<file path="config.mk">
export PLATFORM = sky130hd
export DESIGN_NAME = xsw_lut_cfg
export DESIGN_NICKNAME = d
export VERILOG_FILES = /design/src/rtl/xsw_pkg.sv /design/src/rtl/xsw_onehot_chk.sv /design/src/rtl/xsw_lut_cfg.sv
export SDC_FILE = /design/constraint.sdc
export NUM_CORES = 1
export LEC_CHECK = 0
export CAP_MARGIN = 20
export CORE_MARGIN = 2
export CORE_UTILIZATION = 26
export DETAILED_ROUTE_END_ITERATION = 12
export PLACE_DENSITY = 0.57
export SLEW_MARGIN = 10
export SYNTH_ARGS = -nofsm -noshare
export SYNTH_HDL_FRONTEND = slang
export SYNTH_SLANG_ARGS = --single-unit
</file>
<file path="constraint.sdc">
create_clock -name clk -period 2.76 [get_ports clk]
set_input_delay 0.414 -clock clk [delete_from_list [all_inputs] [get_ports clk]]
set_output_delay 0.414 -clock clk [all_outputs]
set_load 0.02 [all_outputs]
</file>
<file path="src/rtl/xsw_pkg.sv">
// Shared types for the crossbar LUT reconfiguration block: FSM state encoding
// and the identity-LUT helper used as the reset routing.
package xsw_pkg;

   localparam int XSW_MAX_M     = 16;
   localparam int XSW_MAX_LUT_W = XSW_MAX_M * XSW_MAX_M;

   typedef enum logic [1:0] {
      ST_IDLE   = 2'd0,
      ST_DRAIN  = 2'd1,
      ST_UPDATE = 2'd2
   } xsw_cfg_st_e;

   // Row d routes to output d; bits above m*m stay zero so callers can slice.
   function automatic logic [XSW_MAX_LUT_W-1:0] xsw_identity_lut(input int m);
      logic [XSW_MAX_LUT_W-1:0] id_lut;
      id_lut = '0;
      for (int d = 0; d < XSW_MAX_M; d++) begin
         if (d < m) begin
            id_lut = id_lut | (XSW_MAX_LUT_W'(1) << (d * m + d));
         end
      end
      return id_lut;
   endfunction

endpackage

</file>
<file path="src/rtl/xsw_onehot_chk.sv">
// One-hot detector for a single LUT row; true when exactly one bit is set.
module xsw_onehot_chk #(
   parameter int W = 3
) (
   input  logic [W-1:0] row,
   output logic         onehot
);

   always_comb begin
      onehot = (row != '0) && ((row & (row - W'(1))) == '0);
   end

endmodule

</file>
<file path="src/rtl/xsw_lut_cfg.sv">
// Safe runtime LUT swap for the crossbar: drains agents, then loads a new LUT.
// Optional drain timeout is enabled with the XSW_CFG_TIMEOUT_EN macro.
module xsw_lut_cfg
   import xsw_pkg::*;
#(
   parameter int N      = 2,
   parameter int M      = 3,
   parameter int TO_CYC = 255
) (
   input  logic           clk,
   input  logic           rstn,
   input  logic           cfg_vld,
   input  logic [M*M-1:0] cfg_lut,
   output logic           cfg_gnt,
   output logic           cfg_err,
   output logic           busy,
   input  logic [N-1:0]   vld_a,
   input  logic [N-1:0]   gnt_a,
   input  logic [N-1:0]   ocy_a,
   input  logic [N-1:0]   rel_a,
   output logic [N-1:0]   vld_sw,
   output logic [M*M-1:0] lut
);

   localparam logic [XSW_MAX_LUT_W-1:0] ID_FULL = xsw_identity_lut(M);
   localparam logic [M*M-1:0]           ID_LUT  = ID_FULL[M*M-1:0];

   if (M > XSW_MAX_M || M < 1 || TO_CYC < 1) begin : g_param_err
      $error("xsw_lut_cfg: unsupported M or TO_CYC");
   end

   xsw_cfg_st_e    st_q, st_d;
   logic [N-1:0]   lck_q, lck_d;
   logic [N-1:0]   blk_q, blk_d;
   logic [M*M-1:0] stg_q, stg_d;
   logic [M*M-1:0] lut_q, lut_d;
   logic [M-1:0]   row_ok;
   logic [N-1:0]   xfer;
   logic [N-1:0]   drain_set;
   logic           gnt_c, err_c;
   logic           to_hit;

   for (genvar d = 0; d < M; d++) begin : g_row_chk
      xsw_onehot_chk #(.W(M)) u_chk (
         .row    (cfg_lut[d*M +: M]),
         .onehot (row_ok[d])
      );
   end

   // A locked agent may only be blocked once its release beat has been accepted.
   always_comb begin
      xfer      = vld_a & gnt_a;
      lck_d     = (lck_q | (xfer & ocy_a)) & ~(xfer & rel_a);
      drain_set = (~vld_a | gnt_a) & ~lck_d;
   end

`ifdef XSW_CFG_TIMEOUT_EN
   localparam int CW = $clog2(TO_CYC + 1);
   logic [CW-1:0] cnt_q, cnt_d;

   always_comb begin
      to_hit = (st_q == ST_DRAIN) && (cnt_q == CW'(TO_CYC - 1));
      cnt_d  = '0;
      if (st_q == ST_DRAIN && st_d == ST_DRAIN) begin
         cnt_d = cnt_q + CW'(1);
      end
   end

   always_ff @(posedge clk or negedge rstn) begin
      if (!rstn) cnt_q <= '0;
      else       cnt_q <= cnt_d;
   end
`else
   always_comb begin
      to_hit = 1'b0;
   end
`endif

   always_comb begin
      st_d  = st_q;
      blk_d = blk_q;
      stg_d = stg_q;
      lut_d = lut_q;
      gnt_c = 1'b0;
      err_c = 1'b0;
      case (st_q)
         ST_IDLE: begin
            if (cfg_vld) begin
               if (&row_ok) begin
                  stg_d = cfg_lut;
                  st_d  = ST_DRAIN;
               end else begin
                  gnt_c = 1'b1;
                  err_c = 1'b1;
               end
            end
         end
         ST_DRAIN: begin
            blk_d = blk_q | drain_set;
            if (&blk_d) begin
               st_d = ST_UPDATE;
            end else if (to_hit) begin
               gnt_c = 1'b1;
               err_c = 1'b1;
               blk_d = '0;
               st_d  = ST_IDLE;
            end
         end
         ST_UPDATE: begin
            gnt_c = 1'b1;
            lut_d = stg_q;
            blk_d = '0;
            st_d  = ST_IDLE;
         end
         default: begin
            blk_d = '0;
            st_d  = ST_IDLE;
         end
      endcase
   end

   always_ff @(posedge clk or negedge rstn) begin
      if (!rstn) begin
         st_q  <= ST_IDLE;
         lck_q <= '0;
         blk_q <= '0;
         stg_q <= '0;
         lut_q <= ID_LUT;
      end else begin
         st_q  <= st_d;
         lck_q <= lck_d;
         blk_q <= blk_d;
         stg_q <= stg_d;
         lut_q <= lut_d;
      end
   end

   // Pulses are combinational, so hold them off while reset is asserted.
   always_comb begin
      cfg_gnt = gnt_c & rstn;
      cfg_err = err_c & rstn;
      busy    = (st_q != ST_IDLE);
      vld_sw  = vld_a & ~blk_q;
      lut     = lut_q;
   end

endmodule

</file>
==> flow_metrics.py <==
metrics = {
    "clock_tree": {
        "max-clock-path-buffers": 2,
        "worst_skew_pair.late_latency_ns": 0.25,
        "clk_pin_slew_ns": 0.08,
        "postCtsSetupRepairBufs": 0,
        "post_cts.resized_instances": 1,
        "cts.sink_count": 24,
        "tritoncts_clock_tree": "done",
        "post_cts_hold_buffer_count": 0,
        "htree_levels": 1,
        "clock_tree.root_cell": "clkbuf_8",
        "numCtsBuffers": 3,
    },
    "final_layout": {
        "mostFrequentLayoutCells": "31 x clkdlybuf4s50_1, 21 x dfrtp_1, 18 x mux2_2, 9 x buf_4",
        "areaGrowthSynthToFinish_pct": 48.0,
        "final_common_cell": "clkdlybuf4s50_1",
        "design_area_sq_mm": 0.00155,
        "multi_input_area_sq_um": 424,
        "regArea_sq_um": 604,
        "final_net_count": 148,
        "drive_gt1_frac": 0.276,
        "fillCellCount": 395,
        "finalNonFillerCells": 177,
        "antenna_cells_inserted": 0,
    },
    "global_route": {
        "grtUsageMet3": 0.0350,
        "grt_first_pass_wirelength_mm": 3.75,
        "number_of_global_route_vias_before_repair": 814,
        "largest_net_degree_at_the_start_of_global_routing": 25,
        "grt-busiest-layer": "met2",
        "grtUsageMet2": 0.184,
        "overflow": 0,
        "number_of_antenna_violations_at_the_first_check_in_global_routing": 0,
        "grt_util_all_layers": 0.110,
        "use_met1": 0.139,
    },
    "route": {
        "drtPass1Iterations": 4,
        "remaining_drc_errors": 0,
        "vias": 812,
        "avgRoutedWirePerCell_um": 12.5,
        "drt_wl_total_mm": 2.22,
        "antenna_left": 0,
        "via_per_inst": 4.59,
        "drt_first_iter_violations": 10,
    },
    "setup_path": {
        "cell_type_group_with_the_largest_total_delay_on_the_critical_path": "buffers and inverters",
        "cp-end-kind": "primary output",
        "cp_cell_sequence": "clkdlybuf4s50_1, or3_2, nand4_1, o21bai_1, a211oi_1, dlygate4sd2_1",
        "critPathKind": "input pin to primary output",
        "crit_path_start_kind": "input pin",
        "timing.critical_path.fanout_max": 4,
        "critical-path-slowest-cell": "clkdlybuf4s50_1",
        "timing.critical_path.buf_inv": 2,
        "timing.critical_path.slowest_cell_delay_ns": 0.47,
        "worstPathRequired_ns": 2.35,
        "critPathArrivalTime_ns": 2.16,
    },
    "floorplanning": {
        "rows": 23,
        "ios": 34,
        "die_w_um": 67.5,
        "placeable_core_area_sq_mm": 0.00394,
        "floorplan.initialDensity": 0.266,
        "design.die.area_sq_mm": 0.00455,
        "die_height_um": 67.5,
    },
    "place": {
        "detailed_place_hpwl_mm": 1.75,
        "dp_cells": 173,
        "routabilityCongestion": 0.782,
        "detailed_place.area_sq_mm": 0.00150,
        "port-buffer-count": 33,
    },
    "power": {
        "power_share_of_the_clock_group": 0.160,
        "p_switching_mw": 0.382,
        "intPower_mw": 0.875,
        "p_per_area_mw_per_mm2": 811,
        "leakagePower_nw": 0.680,
        "power_switching_share": 0.304,
        "p_total_mw": 1.26,
        "worst_ir_drop_vdd_v": 0.000422,
        "combinationalPowerShare": 0.387,
        "seq_power_share": 0.453,
    },
    "timing": {
        "worst_clock_skew_ns": 0.00137,
        "report.final.setup_viol": 0,
        "tightest_pin_transition_ns": 0.472,
        "grt_setup_unrepaired": "no",
        "worst_slew_margin_rel": 0.684,
        "finalCritPeriodShare": 0.934,
        "fmax_ghz": 0.388,
        "hold_viol": 0,
        "period_needed_ns": 2.58,
        "maxSlewViolCount": 0,
    },
    "yosys": {
        "synth-simple-area-share": 0.103,
        "ys_seq_elements": 24,
        "synthesis.instances": 82,
        "synth-seq-area-share": 0.577,
        "synth.mux.area_fraction": 0.194,
        "ys.warnings.count": 0,
        "yosys.area_share.adder": 0,
        "netlist_area_sq_mm": 0.00105,
        "synth_fp_nets": 102,
        "dominant_combinational_cell_family_by_area_after_synthesis": "multiplexers",
        "synth-compound-area-share": 0.109,
        "post_synth.cell_area_avg_sq_um": 12.8,
        "synth_cell_type_count": 23,
        "synth_xor_xnor_area_share": 0,
    },
    "status": {
        "run_status": "completed",
    },
    "job": {
        "max_cap_viol_count": 0,
    },
    "worst_hold_path": {
        "min-delay-path-class": "flop to flop",
    },
}
-- path summary, 6_finish.rpt --
kind                       startpoint        to  slack [ns]  depth (start not counted)
hold reg to reg              lck_q[0]  lck_q[0]        0.50                          2
hold / removal               lck_q[0]  lck_q[0]        0.50                          2
setup reg to reg              st_q[0]  stg_q[1]        1.02                          4
min in group asynchronous        rstn    lut[1]        0.54                          2
max in group asynchronous        rstn    lut[8]        1.93                          2
setup / recovery           cfg_lut[0]   cfg_gnt        0.18                          6
-- power groups by stage --
stage | Clock [mW] | Combinational, mW | Sequential, mW
after floorplan | 0 | 0.181 | 0.643
after global placement | 0 | 0.486 | 0.575
after detailed placement | 0 | 0.493 | 0.579
after CTS | 0.212 | 0.496 | 0.572
after global routing | 0.225 | 0.527 | 0.591
final | 0.201 | 0.487 | 0.569
-- sequential cells by signal, indices dropped and copies added (netlist names) --
signal,count
blk_q,2
lck_q,2
lut,9
st_q,2
stg_q,9
-- synth_stat cells --
| cell type | n | area share |
|---|---|---|
| a211oi_1 | 1 | 0.0072 |
| a21oi_1 | 3 | 0.014 |
| a222oi_1 | 1 | 0.0096 |
| a31oi_1 | 3 | 0.018 |
| and3_1 | 2 | 0.012 |
| clkbuf_1 | 1 | 0.0036 |
| dfrtp_1 | 21 | 0.50 |
| dfstp_2 | 3 | 0.075 |
| inv_1 | 4 | 0.014 |
| mux2_2 | 18 | 0.19 |
| nand2_1 | 2 | 0.0072 |
| nand2b_1 | 2 | 0.012 |
| nand3_1 | 1 | 0.0048 |
| nand4_1 | 1 | 0.0060 |
| nor2_1 | 4 | 0.014 |
| nor2b_1 | 2 | 0.012 |
| nor3_4 | 1 | 0.016 |
| o21ai_0 | 4 | 0.019 |
| o21bai_1 | 2 | 0.014 |
| o2bb2ai_1 | 2 | 0.017 |
| o32a_1 | 1 | 0.0096 |
| or3_1 | 2 | 0.012 |
| or3_2 | 1 | 0.0072 |
-- layout make-up --
| cell class | count | area share |
|---|---|---|
| clock buffer | 4 | 0.0291 |
| timing repair buffer | 42 | 0.257 |
| inverter | 4 | 0.00969 |
| tap | 50 | 0.0404 |
| multi-input combinational | 53 | 0.274 |
| sequential | 24 | 0.390 |
-- cells by family (layout without fill, tap and decap cells) --
| logic type | Yosys count | in the layout |
|---|---|---|
| flip-flops | 24 | 24 |
| buffers and inverters | 5 | 50 |
| multiplexers | 18 | 18 |
| AO/OA/AOI/OAI | 17 | 17 |
| AND/OR/NAND/NOR | 18 | 18 |
-- worst reg2reg max path: stages, from the launching register on --
cell and delay [ns]:
dfrtp_1 0.45, nor2_1 0.19, nand2_1 0.13, nor3_4 0.46, mux2_2 0.39
-- through the flow --
step | TNS, ns | worst slack [ns] | util | hold slack (ns)
final | 0 | 0.183 | 0.393 | 0.503
after global placement | -0.0698 | -0.0698 | 0.381 | 0.487
after CTS | 0 | 0.0714 | 0.393 | 0.512
after detailed placement | -0.0933 | -0.0933 | 0.381 | 0.493
after floorplan | 0 | 0.640 | - | 0.118
after global routing | 0 | 0.0969 | 0.393 | 0.526
-- routing by layer --
metal	up-vias	wire length, um
li1	391	-
met1	390	1010
met2	31	1020
met3	0	183
met4	0	0
met5	-	0
Note: power is estimated with default switching activity, not from simulation.
